**src/rtl/led_matrix_scan_controller_pkg.sv**
```systemverilog
// Shared definitions for the 5x7 LED matrix scan controller.
// Matrix geometry, status codes, scan FSM states and a column mask helper.
package led_matrix_pkg;

   localparam int NUM_COLS = 5;
   localparam int NUM_ROWS = 7;

   localparam logic [1:0] ST_IDLE     = 2'b00;
   localparam logic [1:0] ST_WATERING = 2'b01;
   localparam logic [1:0] ST_DONE     = 2'b10;
   localparam logic [1:0] ST_FAULT    = 2'b11;

   typedef enum logic {
      BLANK = 1'b0,
      SHOW  = 1'b1
   } scan_state_t;

   // Active-low enable pattern with only column idx driven low.
   function automatic logic [NUM_COLS-1:0] col_mask(input logic [2:0] idx);
      logic [NUM_COLS-1:0] m;
      for (int i = 0; i < NUM_COLS; i++)
         m[i] = (idx != 3'(i));
      return m;
   endfunction

endpackage

```
**src/rtl/led_matrix_scan_controller_if.sv**
```systemverilog
// Bundle between the scan controller and the matrix / column decoders.
// master: controller side; slave: decoders and LED drivers side.
interface led_matrix_scan_controller_if;
   import led_matrix_pkg::*;

   logic [1:0]                   irrigation_status;
   logic [NUM_COLS*NUM_ROWS-1:0] column_images;
   logic [1:0]                   status_frame;
   logic [NUM_COLS-1:0]          columns;
   logic [NUM_ROWS-1:0]          rows;
   logic                         frame_start;

   modport master (
      input  irrigation_status,
      input  column_images,
      output status_frame,
      output columns,
      output rows,
      output frame_start
   );

   modport slave (
      output irrigation_status,
      output column_images,
      input  status_frame,
      input  columns,
      input  rows,
      input  frame_start
   );

endinterface

```
**src/rtl/led_matrix_blink_timer.sv**
```systemverilog
// Fault blink timer: toggles blink_on every BLINK_FRAMES frames.
// Ports: clk, reset, i_frame_wrap, i_fault (code shown this frame), o_blink_on.
module led_matrix_blink_timer #(
   parameter int BLINK_FRAMES = 32
) (
   input  logic clk,
   input  logic reset,
   input  logic i_frame_wrap,
   input  logic i_fault,
   output logic o_blink_on
);

   localparam int CNT_W = (BLINK_FRAMES > 1) ? $clog2(BLINK_FRAMES) : 1;
   localparam logic [CNT_W-1:0] CNT_LAST = CNT_W'(BLINK_FRAMES - 1);

   logic [CNT_W-1:0] r_frame_cnt;
   logic             r_blink_on;

   // Non-fault frames hold the timer in the visible phase, so a fresh
   // fault always begins with a full visible half-period.
   always_ff @(posedge clk) begin
      if (reset) begin
         r_frame_cnt <= '0;
         r_blink_on  <= 1'b1;
      end else if (i_frame_wrap) begin
         if (!i_fault) begin
            r_frame_cnt <= '0;
            r_blink_on  <= 1'b1;
         end else if (r_frame_cnt == CNT_LAST) begin
            r_frame_cnt <= '0;
            r_blink_on  <= ~r_blink_on;
         end else begin
            r_frame_cnt <= r_frame_cnt + 1'b1;
         end
      end
   end

   assign o_blink_on = r_blink_on;

endmodule

```
**src/rtl/led_matrix_scan_controller.sv**
```systemverilog
// Time-multiplexed 5x7 LED scan with per-column blanking and fault blink.
// Ports: clk, reset (sync, active-high), bus (master modport of the matrix if).
module led_matrix_scan_controller
   import led_matrix_pkg::*;
#(
   parameter int CLK_DIV      = 5000,
   parameter int BLANK_CYCLES = 50,
   parameter int BLINK_FRAMES = 32
) (
   input  logic                         clk,
   input  logic                         reset,
   led_matrix_scan_controller_if.master bus
);

   localparam int SLOT_W = $clog2(CLK_DIV);
   localparam logic [SLOT_W-1:0] SLOT_LAST  = SLOT_W'(CLK_DIV - 1);
   localparam logic [SLOT_W-1:0] BLANK_LAST = SLOT_W'(BLANK_CYCLES - 1);
   localparam logic [2:0]        COL_LAST   = 3'(NUM_COLS - 1);

   scan_state_t         r_state;
   logic [2:0]          r_col_idx;
   logic [SLOT_W-1:0]   r_slot_cnt;
   logic [1:0]          r_status_frame;
   logic [NUM_COLS-1:0] r_columns;
   logic [NUM_ROWS-1:0] r_rows;
   logic                r_frame_start;

   logic                w_slot_end;
   logic                w_frame_wrap;
   logic                w_fault;
   logic                w_blink_on;
   logic                w_dark;
   logic [NUM_ROWS-1:0] w_image;

   assign w_slot_end   = (r_state == SHOW) && (r_slot_cnt == SLOT_LAST);
   assign w_frame_wrap = w_slot_end && (r_col_idx == COL_LAST);
   assign w_fault      = (r_status_frame == ST_FAULT);
   assign w_dark       = w_fault && !w_blink_on;
   assign w_image      = bus.column_images[r_col_idx*NUM_ROWS +: NUM_ROWS];

   led_matrix_blink_timer #(
      .BLINK_FRAMES (BLINK_FRAMES)
   ) u_blink (
      .clk          (clk),
      .reset        (reset),
      .i_frame_wrap (w_frame_wrap),
      .i_fault      (w_fault),
      .o_blink_on   (w_blink_on)
   );

   always_ff @(posedge clk) begin
      if (reset) begin
         r_state        <= BLANK;
         r_col_idx      <= '0;
         r_slot_cnt     <= '0;
         r_status_frame <= ST_IDLE;
         r_columns      <= '1;
         r_rows         <= '0;
         r_frame_start  <= 1'b0;
      end else begin
         r_frame_start <= 1'b0;
         r_slot_cnt    <= r_slot_cnt + 1'b1;
         unique case (r_state)
            BLANK: begin
               // Image is sampled once here and held for the whole show.
               if (r_slot_cnt == BLANK_LAST) begin
                  r_state   <= SHOW;
                  r_rows    <= w_dark ? '0 : w_image;
                  r_columns <= col_mask(r_col_idx);
               end
            end
            SHOW: begin
               if (w_slot_end) begin
                  r_state    <= BLANK;
                  r_slot_cnt <= '0;
                  r_columns  <= '1;
                  r_rows     <= '0;
                  if (r_col_idx == COL_LAST) begin
                     // Relatch only here so decoders settle during blank.
                     r_col_idx      <= '0;
                     r_status_frame <= bus.irrigation_status;
                     r_frame_start  <= 1'b1;
                  end else begin
                     r_col_idx <= r_col_idx + 1'b1;
                  end
               end
            end
         endcase
      end
   end

   assign bus.status_frame = r_status_frame;
   assign bus.columns      = r_columns;
   assign bus.rows         = r_rows;
   assign bus.frame_start  = r_frame_start;

endmodule

```
**src/flat_wrapper.sv**
```systemverilog
// flat-port wrapper written by rule: the top's interface ports become plain ports
module led_matrix_scan_controller_flat import led_matrix_pkg::*;
#(
   parameter int CLK_DIV      = 5000,
   parameter int BLANK_CYCLES = 50,
   parameter int BLINK_FRAMES = 32
)
  (clk, reset, bus_irrigation_status, bus_column_images, bus_status_frame, bus_columns, bus_rows, bus_frame_start);
  led_matrix_scan_controller_if bus_i ();
  input  logic clk;
  input  logic reset;
  input wire logic [$bits(bus_i.irrigation_status)-1:0] bus_irrigation_status;
  input wire logic [$bits(bus_i.column_images)-1:0] bus_column_images;
  output wire logic [$bits(bus_i.status_frame)-1:0] bus_status_frame;
  output wire logic [$bits(bus_i.columns)-1:0] bus_columns;
  output wire logic [$bits(bus_i.rows)-1:0] bus_rows;
  output wire logic [$bits(bus_i.frame_start)-1:0] bus_frame_start;
  assign bus_i.irrigation_status = bus_irrigation_status;
  assign bus_i.column_images = bus_column_images;
  assign bus_status_frame = bus_i.status_frame;
  assign bus_columns = bus_i.columns;
  assign bus_rows = bus_i.rows;
  assign bus_frame_start = bus_i.frame_start;
  led_matrix_scan_controller #(.CLK_DIV(CLK_DIV), .BLANK_CYCLES(BLANK_CYCLES), .BLINK_FRAMES(BLINK_FRAMES)) u_core (.clk(clk), .reset(reset), .bus(bus_i));
endmodule
```
**config.mk**
```make
export PLATFORM = sky130hd
export DESIGN_NAME = led_matrix_scan_controller_flat
export DESIGN_NICKNAME = d
export VERILOG_FILES = /design/src/rtl/led_matrix_scan_controller_pkg.sv /design/src/rtl/led_matrix_scan_controller_if.sv /design/src/rtl/led_matrix_blink_timer.sv /design/src/rtl/led_matrix_scan_controller.sv /design/src/flat_wrapper.sv
export SDC_FILE = /design/constraint.sdc
export NUM_CORES = 1
export LEC_CHECK = 0
export CORE_MARGIN = 2
export CORE_UTILIZATION = 40
export CTS_CLUSTER_DIAMETER = 150
export CTS_CLUSTER_SIZE = 28
export DETAILED_ROUTE_END_ITERATION = 12
export GPL_TIMING_DRIVEN = 0
export PLACE_DENSITY = 0.7
export SLEW_MARGIN = 20
export SYNTH_ARGS = -nofsm -noshare
export SYNTH_HDL_FRONTEND = slang
export SYNTH_SLANG_ARGS = --single-unit
```
**constraint.sdc**
```tcl
create_clock -name clk -period 2.1 [get_ports clk]
set_clock_uncertainty 0.15 [all_clocks]
set_input_delay 0.315 -clock clk [delete_from_list [all_inputs] [get_ports clk]]
set_output_delay 0.315 -clock clk [all_outputs]
set_load 0.03 [all_outputs]
```
==> parameters.txt, run 1 <==
Parameter                              Value

Status
  Run status ... finished with violations
  Violations in the final reports ... negative setup slack

Clock tree
  H-tree depth ... 2
  Clock-pin slew on the worst setup and hold paths ... 80 ps
  Clk sink count ... 38
  # hold bufs at CTS ... 0
  Clock Tree Buf Depth ... 2
  Clock buffer count from CTS ... 5
  Source-to-sink clock delay at the later pin of the worst-skew pair ... 290 ps
  Clock tree from TritonCTS ... yes
  Clk Tree Root Cell ... sky130_fd_sc_hd__clkbuf_8

Worst setup path
  Crit path arrival time ... 2410 ps
  Stage delay of the slowest cell on the critical path ... 530 ps
  CP dominant cell by count ... sky130_fd_sc_hd__or4_4
  Buffers plus inverters on the worst setup path ... 1
  Capturing element type of the critical path ... register
  Worst reg-to-reg setup slack ... -230 ps
  Required time at the worst-slack endpoint ... 2180 ps
  Cell-by-cell listing of the critical path ... or4_4, buf_8, or4_4, or4_4, a21oi_2
  Critical Path Slowest Stage Cell ... sky130_fd_sc_hd__or4_4
  Worst setup SP type ... register
  Highest fanout seen on the critical path ... 5
  Category of the most critical setup path ... register to register
  Critical path's top delay family ... simple AND/OR/NAND/NOR gates

Synthesis
  Post-synthesis cell area ... 0.002048 sq mm
  Post-synth net total ... 289
  Synth warnings ... 0
  Predominant post-synthesis flop cell ... sky130_fd_sc_hd__dfxtp_1
  Post-synth EDFFs ... 0
  Register bit total from synthesis ... 38
  Largest cells by area after synthesis ... sky130_fd_sc_hd__dfxtp_1 37%, sky130_fd_sc_hd__mux2i_1 9.8%, sky130_fd_sc_hd__o21ai_0 6.4%
  Gate Count Post-Synth ... 241
  Share of flip-flops with an asynchronous set or reset after synthesis ... 0
  Per-instance average area after synthesis ... 8.499 sq um
  Area share of the largest cell type after synthesis ... 0.3714
  Post-synthesis cell type with the largest combined area ... sky130_fd_sc_hd__dfxtp_1
  Distinct cell type count after synthesis ... 34
  Share of synthesized area occupied by flip-flops and latches ... 0.3714

Layout
  Number of antenna repair diodes ... 0
  Number of nets in the layout ... 366
  Commonest non-fill, non-tap cell in the layout ... sky130_fd_sc_hd__clkdlybuf4s50_1
  Proportion of layout cells with a drive suffix above 1 ... 0.2382
  Final core area utilization ... 0.6474
  Most frequent cells in the layout ... 53 x sky130_fd_sc_hd__clkdlybuf4s50_1, 28 x sky130_fd_sc_hd__dfxtp_1, 25 x sky130_fd_sc_hd__o21ai_0, 20 x sky130_fd_sc_hd__nor2_1, 20 x sky130_fd_sc_hd__mux2i_1
  Area growth from synthesis to final layout ... 58.34%
  Area taken by multi-input logic gates ... 0.001383 sq mm
  Footprint of the flip-flops and latches ... 775.7 sq um
  Final-layout fill cell count ... 434

Drt
  ANT nets after route ... 0
  Vias per std cell ... 5.306
  Number of iterations in the first detailed-routing pass ... 6
  1st-iter DRT viols ... 122
  Remaining DRCs ... 0
  Total routed wirelength ... 5572 microns
  Routed length per placed instance ... 14.32 microns
  Overall via count from detail_route ... 2,064

Floorplan
  Initial core utilization ... 0.4088
  DIE WIDTH ... 75.56 microns
  Die outline height ... 75.56 microns
  Number of rows created at floorplan ... 26
  IO Count ... 54
  Floorplan Core Area ... 0.005010 sq mm
  Area of the die ... 0.005709 sq mm

Pwr
  Total design power ... 1.494 mW
  VDD IR max ... 0.4981 mV
  Pwr/cell area ... 460.6 mW/mm^2
  Static power due to leakage ... 1.060 nW

Placed design
  HPWL Detailed ... 3804 microns
  Final weighted congestion in routability-driven placement ... 0.7782
  Worst slack at placement ... -500.1 ps
  IO Port Bufs ... 53

Global route
  Vias in the first global route ... 1,800
  Total overflow reported by the global router ... 0
  Global-route wire length before repair ... 8211 microns
  Initial antenna violation count ... 0
  Overall fraction of global-route tracks in use ... 0.1851
  Pin count of the biggest net entering global routing ... 14

Timing
  Ratio of final minimum period to clock period ... 1.109
  Relative max-transition margin ... 0.5631
  Fin crit period ... 2329 ps
  Worst slew pin tran ... 655.4 ps
  Final setup violating endpoints ... 33
  Unrepaired setup endpoints after global routing ... yes
  Accumulated negative setup slack ... -3386 ps
  Minimum setup slack in the final design ... -228.6 ps
  Maximum achievable frequency ... 429.5 MHz
  Fin. Hold Viols ... 0
  Final slew viol count ... 0

Job
  Count of max-cap constraint violations ... 0

Worst hold path
  Min-delay worst type ... register to register
path summary, 6_finish.rpt:
check | end | start | depth (start not counted)
worst max-delay path | u_core.u_blink.r_frame_cnt[2] | u_core.r_slot_cnt[10] | 5
worst min-delay path | u_core.r_slot_cnt[0] | u_core.r_slot_cnt[0] | 1
worst max register to register | u_core.u_blink.r_frame_cnt[2] | u_core.r_slot_cnt[10] | 5
worst min register to register | u_core.r_slot_cnt[0] | u_core.r_slot_cnt[0] | 1
per-layer routing:
layer / up-vias / GRT usage / share of wire
met3: 2 / 0.03175 / 0.028
met5: - / 0 / 0
met1: 995 / 0.2780 / 0.47
met2: 36 / 0.2734 / 0.50
met4: 0 / 0.04873 / 0.0052
li1: 1031 / - / -
synthesized netlist by cell type, types with 8 or more instances:
| master | n |
|---|---|
| sky130_fd_sc_hd__nand3b_1 | 8 |
| sky130_fd_sc_hd__a21oi_1 | 13 |
| sky130_fd_sc_hd__mux2i_1 | 20 |
| sky130_fd_sc_hd__clkbuf_1 | 15 |
| sky130_fd_sc_hd__o21ai_0 | 26 |
| sky130_fd_sc_hd__nand2_1 | 13 |
| sky130_fd_sc_hd__inv_1 | 9 |
| sky130_fd_sc_hd__ha_1 | 9 |
| sky130_fd_sc_hd__dfxtp_1 | 38 |
| sky130_fd_sc_hd__nor2_1 | 20 |
flip-flops by register name, summed over array words and instances, names as in the netlist, 2 cells and up:
name and count:
u_core.bus.columns 5, u_core.bus.rows 7, u_core.bus.status_frame 2, u_core.r_col_idx 3
u_core.r_slot_cnt 13, u_core.u_blink.r_frame_cnt 5
area by class of cell:
type / count / area share
plain buffers: 11 / 0.02623
repair buffers: 78 / 0.2350
well taps: 70 / 0.02701
inverters: 9 / 0.01119
multi-input cells: 175 / 0.4263
clock inverters: 3 / 0.01389
clock buffers: 5 / 0.02122
flip-flops and latches: 38 / 0.2392
metrics by stage:
step                      hold slack, ps  instance area (sq um)  cells
after floorplan                    283.7                   2135    241
after CTS                          311.9                   2955    379
after global routing               316.7                   3243    389
final                              304.9                   3243    389
after detailed placement           295.5                   2753    364
after global placement             295.6                   2753    364
power by group:
part           switching [mW]  internal [mW]  total, mW
sequential            0.00694          0.725      0.732
combinational          0.0472         0.0918      0.139
clock                   0.270          0.353      0.623
logic make-up (layout without fill, tap and decap cells):
logic type,Yosys count,count (layout),share of synthesized area
simple gates,86,86,0.2352
compound gates,52,52,0.1509
flops,38,38,0.3714
buf+inv,28,106,0.05559
mux,20,20,0.09774
fa+ha+maj,9,9,0.05498
xor+xnor,8,8,0.03421
timing repair:
| action | in CTS | in global routing |
|---|---|---|
| cloned | 0 | 1 |
| resized for setup | 7 | 49 |
| setup buffers | 7 | 17 |
| pin swaps | 3 | 11 |
| endpoints found under the setup margin | 36 | 33 |
Note: power is estimated with default switching activity, not from simulation.
==> inputs of run 2 (changes only) <==
--- a/config.mk
+++ b/config.mk
@@ -7,6 +7,7 @@
 export LEC_CHECK = 0
 export CORE_MARGIN = 2
 export CORE_UTILIZATION = 40
+export CTS_BUF_LIST = sky130_fd_sc_hd__clkbuf_16
 export CTS_CLUSTER_DIAMETER = 150
 export CTS_CLUSTER_SIZE = 28
 export DETAILED_ROUTE_END_ITERATION = 12
==> parameters.txt, run 2 (synthesized netlist as in run 1, its figures left out) <==
Parameter                              Value

Drt
  Total routed wirelength ... 5492 microns
  Overall via count from detail_route ... 2,022
  1st-iter DRT viols ... 126
  Routed length per placed instance ... 14.15 microns
  Number of iterations in the first detailed-routing pass ... 4
  Vias per std cell ... 5.211
  Remaining DRCs ... 0
  ANT nets after route ... 0

Worst setup path
  Stage delay of the slowest cell on the critical path ... 530 ps
  Critical Path Slowest Stage Cell ... sky130_fd_sc_hd__or4_4
  Critical path's top delay family ... simple AND/OR/NAND/NOR gates
  Cell-by-cell listing of the critical path ... or4_4, buf_8, or4_4, or4_4, a21oi_2
  Category of the most critical setup path ... register to register
  Capturing element type of the critical path ... register
  CP dominant cell by count ... sky130_fd_sc_hd__or4_4
  Crit path arrival time ... 2380 ps
  Worst setup SP type ... register
  Highest fanout seen on the critical path ... 5
  Required time at the worst-slack endpoint ... 2170 ps
  Buffers plus inverters on the worst setup path ... 1

Floorplan
  Area of the die ... 0.005709 sq mm
  DIE WIDTH ... 75.56 microns
  IO Count ... 54
  Number of rows created at floorplan ... 26
  Initial core utilization ... 0.4088
  Floorplan Core Area ... 0.005010 sq mm
  Die outline height ... 75.56 microns

Layout
  Final-layout fill cell count ... 442
  Area growth from synthesis to final layout ... 56.69%
  Number of flip-flops under the largest register name ... 13
  Final instance area ... 0.003209 sq mm
  Largest register by flop count ... u_core.r_slot_cnt
  Final instance count without filler cells ... 388
  Number of antenna repair diodes ... 0
  Proportion of layout cells with a drive suffix above 1 ... 0.2075
  Final core area utilization ... 0.6406
  Most frequent cells in the layout ... 53 x sky130_fd_sc_hd__clkdlybuf4s50_1, 28 x sky130_fd_sc_hd__dfxtp_1, 25 x sky130_fd_sc_hd__o21ai_0, 20 x sky130_fd_sc_hd__nor2_1, 20 x sky130_fd_sc_hd__mux2i_1
  Number of nets in the layout ... 365
  Commonest non-fill, non-tap cell in the layout ... sky130_fd_sc_hd__clkdlybuf4s50_1

Timing
  Fin. Hold Viols ... 0
  Relative max-transition margin ... 0.5652
  Maximum achievable frequency ... 432.7 MHz
  Unrepaired setup endpoints after global routing ... yes
  Ratio of final minimum period to clock period ... 1.100
  Fin crit period ... 2311 ps
  Worst hold-check slack ... 299.1 ps
  Minimum setup slack in the final design ... -210.8 ps
  Final setup violating endpoints ... 28
  Final slew viol count ... 0
  Worst slew pin tran ... 652.2 ps
  Accumulated negative setup slack ... -2446 ps

Global route
  Pin count of the biggest net entering global routing ... 14
  Total overflow reported by the global router ... 0
  Global-route wire length before repair ... 8266 microns
  Overall fraction of global-route tracks in use ... 0.1879
  Initial antenna violation count ... 0
  Vias in the first global route ... 1,791

Worst hold path
  Min-delay worst type ... register to register

Clock tree
  Clk sink count ... 38
  H-tree depth ... 2
  Clock Tree Buf Depth ... 2
  Source-to-sink clock delay at the later pin of the worst-skew pair ... 280 ps
  Clock tree from TritonCTS ... yes
  # hold bufs at CTS ... 0
  Clk Tree Root Cell ... sky130_fd_sc_hd__clkbuf_16
  Clock buffer count from CTS ... 5
  Clock-pin slew on the worst setup and hold paths ... 60 ps

Placed design
  Placed cell area ... 0.002753 sq mm
  HPWL Detailed ... 3804 microns
  Final weighted congestion in routability-driven placement ... 0.7782
  Worst slack at placement ... -500.1 ps
  Placed cell count ... 364
  IO Port Bufs ... 53

Status
  Run status ... finished with violations
  Violations in the final reports ... negative setup slack

Pwr
  Pwr/cell area ... 537.1 mW/mm^2
  Static power due to leakage ... 1.047 nW
  VDD IR max ... 0.5074 mV
  Total design power ... 1.724 mW

Job
  Count of max-cap constraint violations ... 0
-- run 2: path summary, 6_finish.rpt --
kind                         start                       endpoint  slack (ps)  cells past startpoint
min reg2reg   u_core.r_slot_cnt[0]           u_core.r_slot_cnt[0]         300                      1
max          u_core.r_slot_cnt[10]  u_core.u_blink.r_frame_cnt[2]        -210                      5
min           u_core.r_slot_cnt[0]           u_core.r_slot_cnt[0]         300                      1
max reg2reg  u_core.r_slot_cnt[10]  u_core.u_blink.r_frame_cnt[2]        -210                      5
-- run 2: layout make-up --
| type | instances | area, sq um | area share |
|---|---|---|---|
| Multi-Input combinational cell | 175 | 1321 | 0.4117 |
| Sequential cell | 38 | 778.2 | 0.2425 |
| Timing Repair Buffer | 77 | 733.2 | 0.2285 |
| Clock buffer | 5 | 125.1 | 0.03899 |
| Tap cell | 70 | 87.58 | 0.02729 |
| Buffer | 11 | 82.58 | 0.02573 |
| Clock inverter | 3 | 45.04 | 0.01404 |
| Inverter | 9 | 36.28 | 0.01131 |
-- run 2: power by group --
part           internal [mW]  switching [mW]
Clock                  0.559           0.298
Sequential             0.726         0.00722
Combinational         0.0889          0.0435
Total                   1.37           0.349
-- run 2: what timing repair did --
action                     CTS  global route
gates cloned                 0             1
resized for setup            7            40
buffers inserted             7            16
setup endpoints to repair   36            33
pin swaps                    4            10
-- run 2: routing by layer --
metal | global-route usage | routed length [microns] | vias to the layer above
li1 | - | - | 1027
met1 | 0.2774 | 2564 | 966
met4 | 0.05263 | 63 | 0
met2 | 0.2792 | 2717 | 24
met3 | 0.03571 | 146 | 5
met5 | 0 | 0 | -
==> inputs of run 3 (changes only) <==
--- a/config.mk
+++ b/config.mk
@@ -11,7 +11,9 @@
 export CTS_CLUSTER_DIAMETER = 150
 export CTS_CLUSTER_SIZE = 28
 export DETAILED_ROUTE_END_ITERATION = 12
+export GPL_ROUTABILITY_DRIVEN = 0
 export GPL_TIMING_DRIVEN = 0
+export HOLD_SLACK_MARGIN = 0.08
 export PLACE_DENSITY = 0.7
 export SLEW_MARGIN = 20
 export SYNTH_ARGS = -nofsm -noshare
==> results of run 3 <==
Final layout, timing and power as in run 2 (identical DEF).
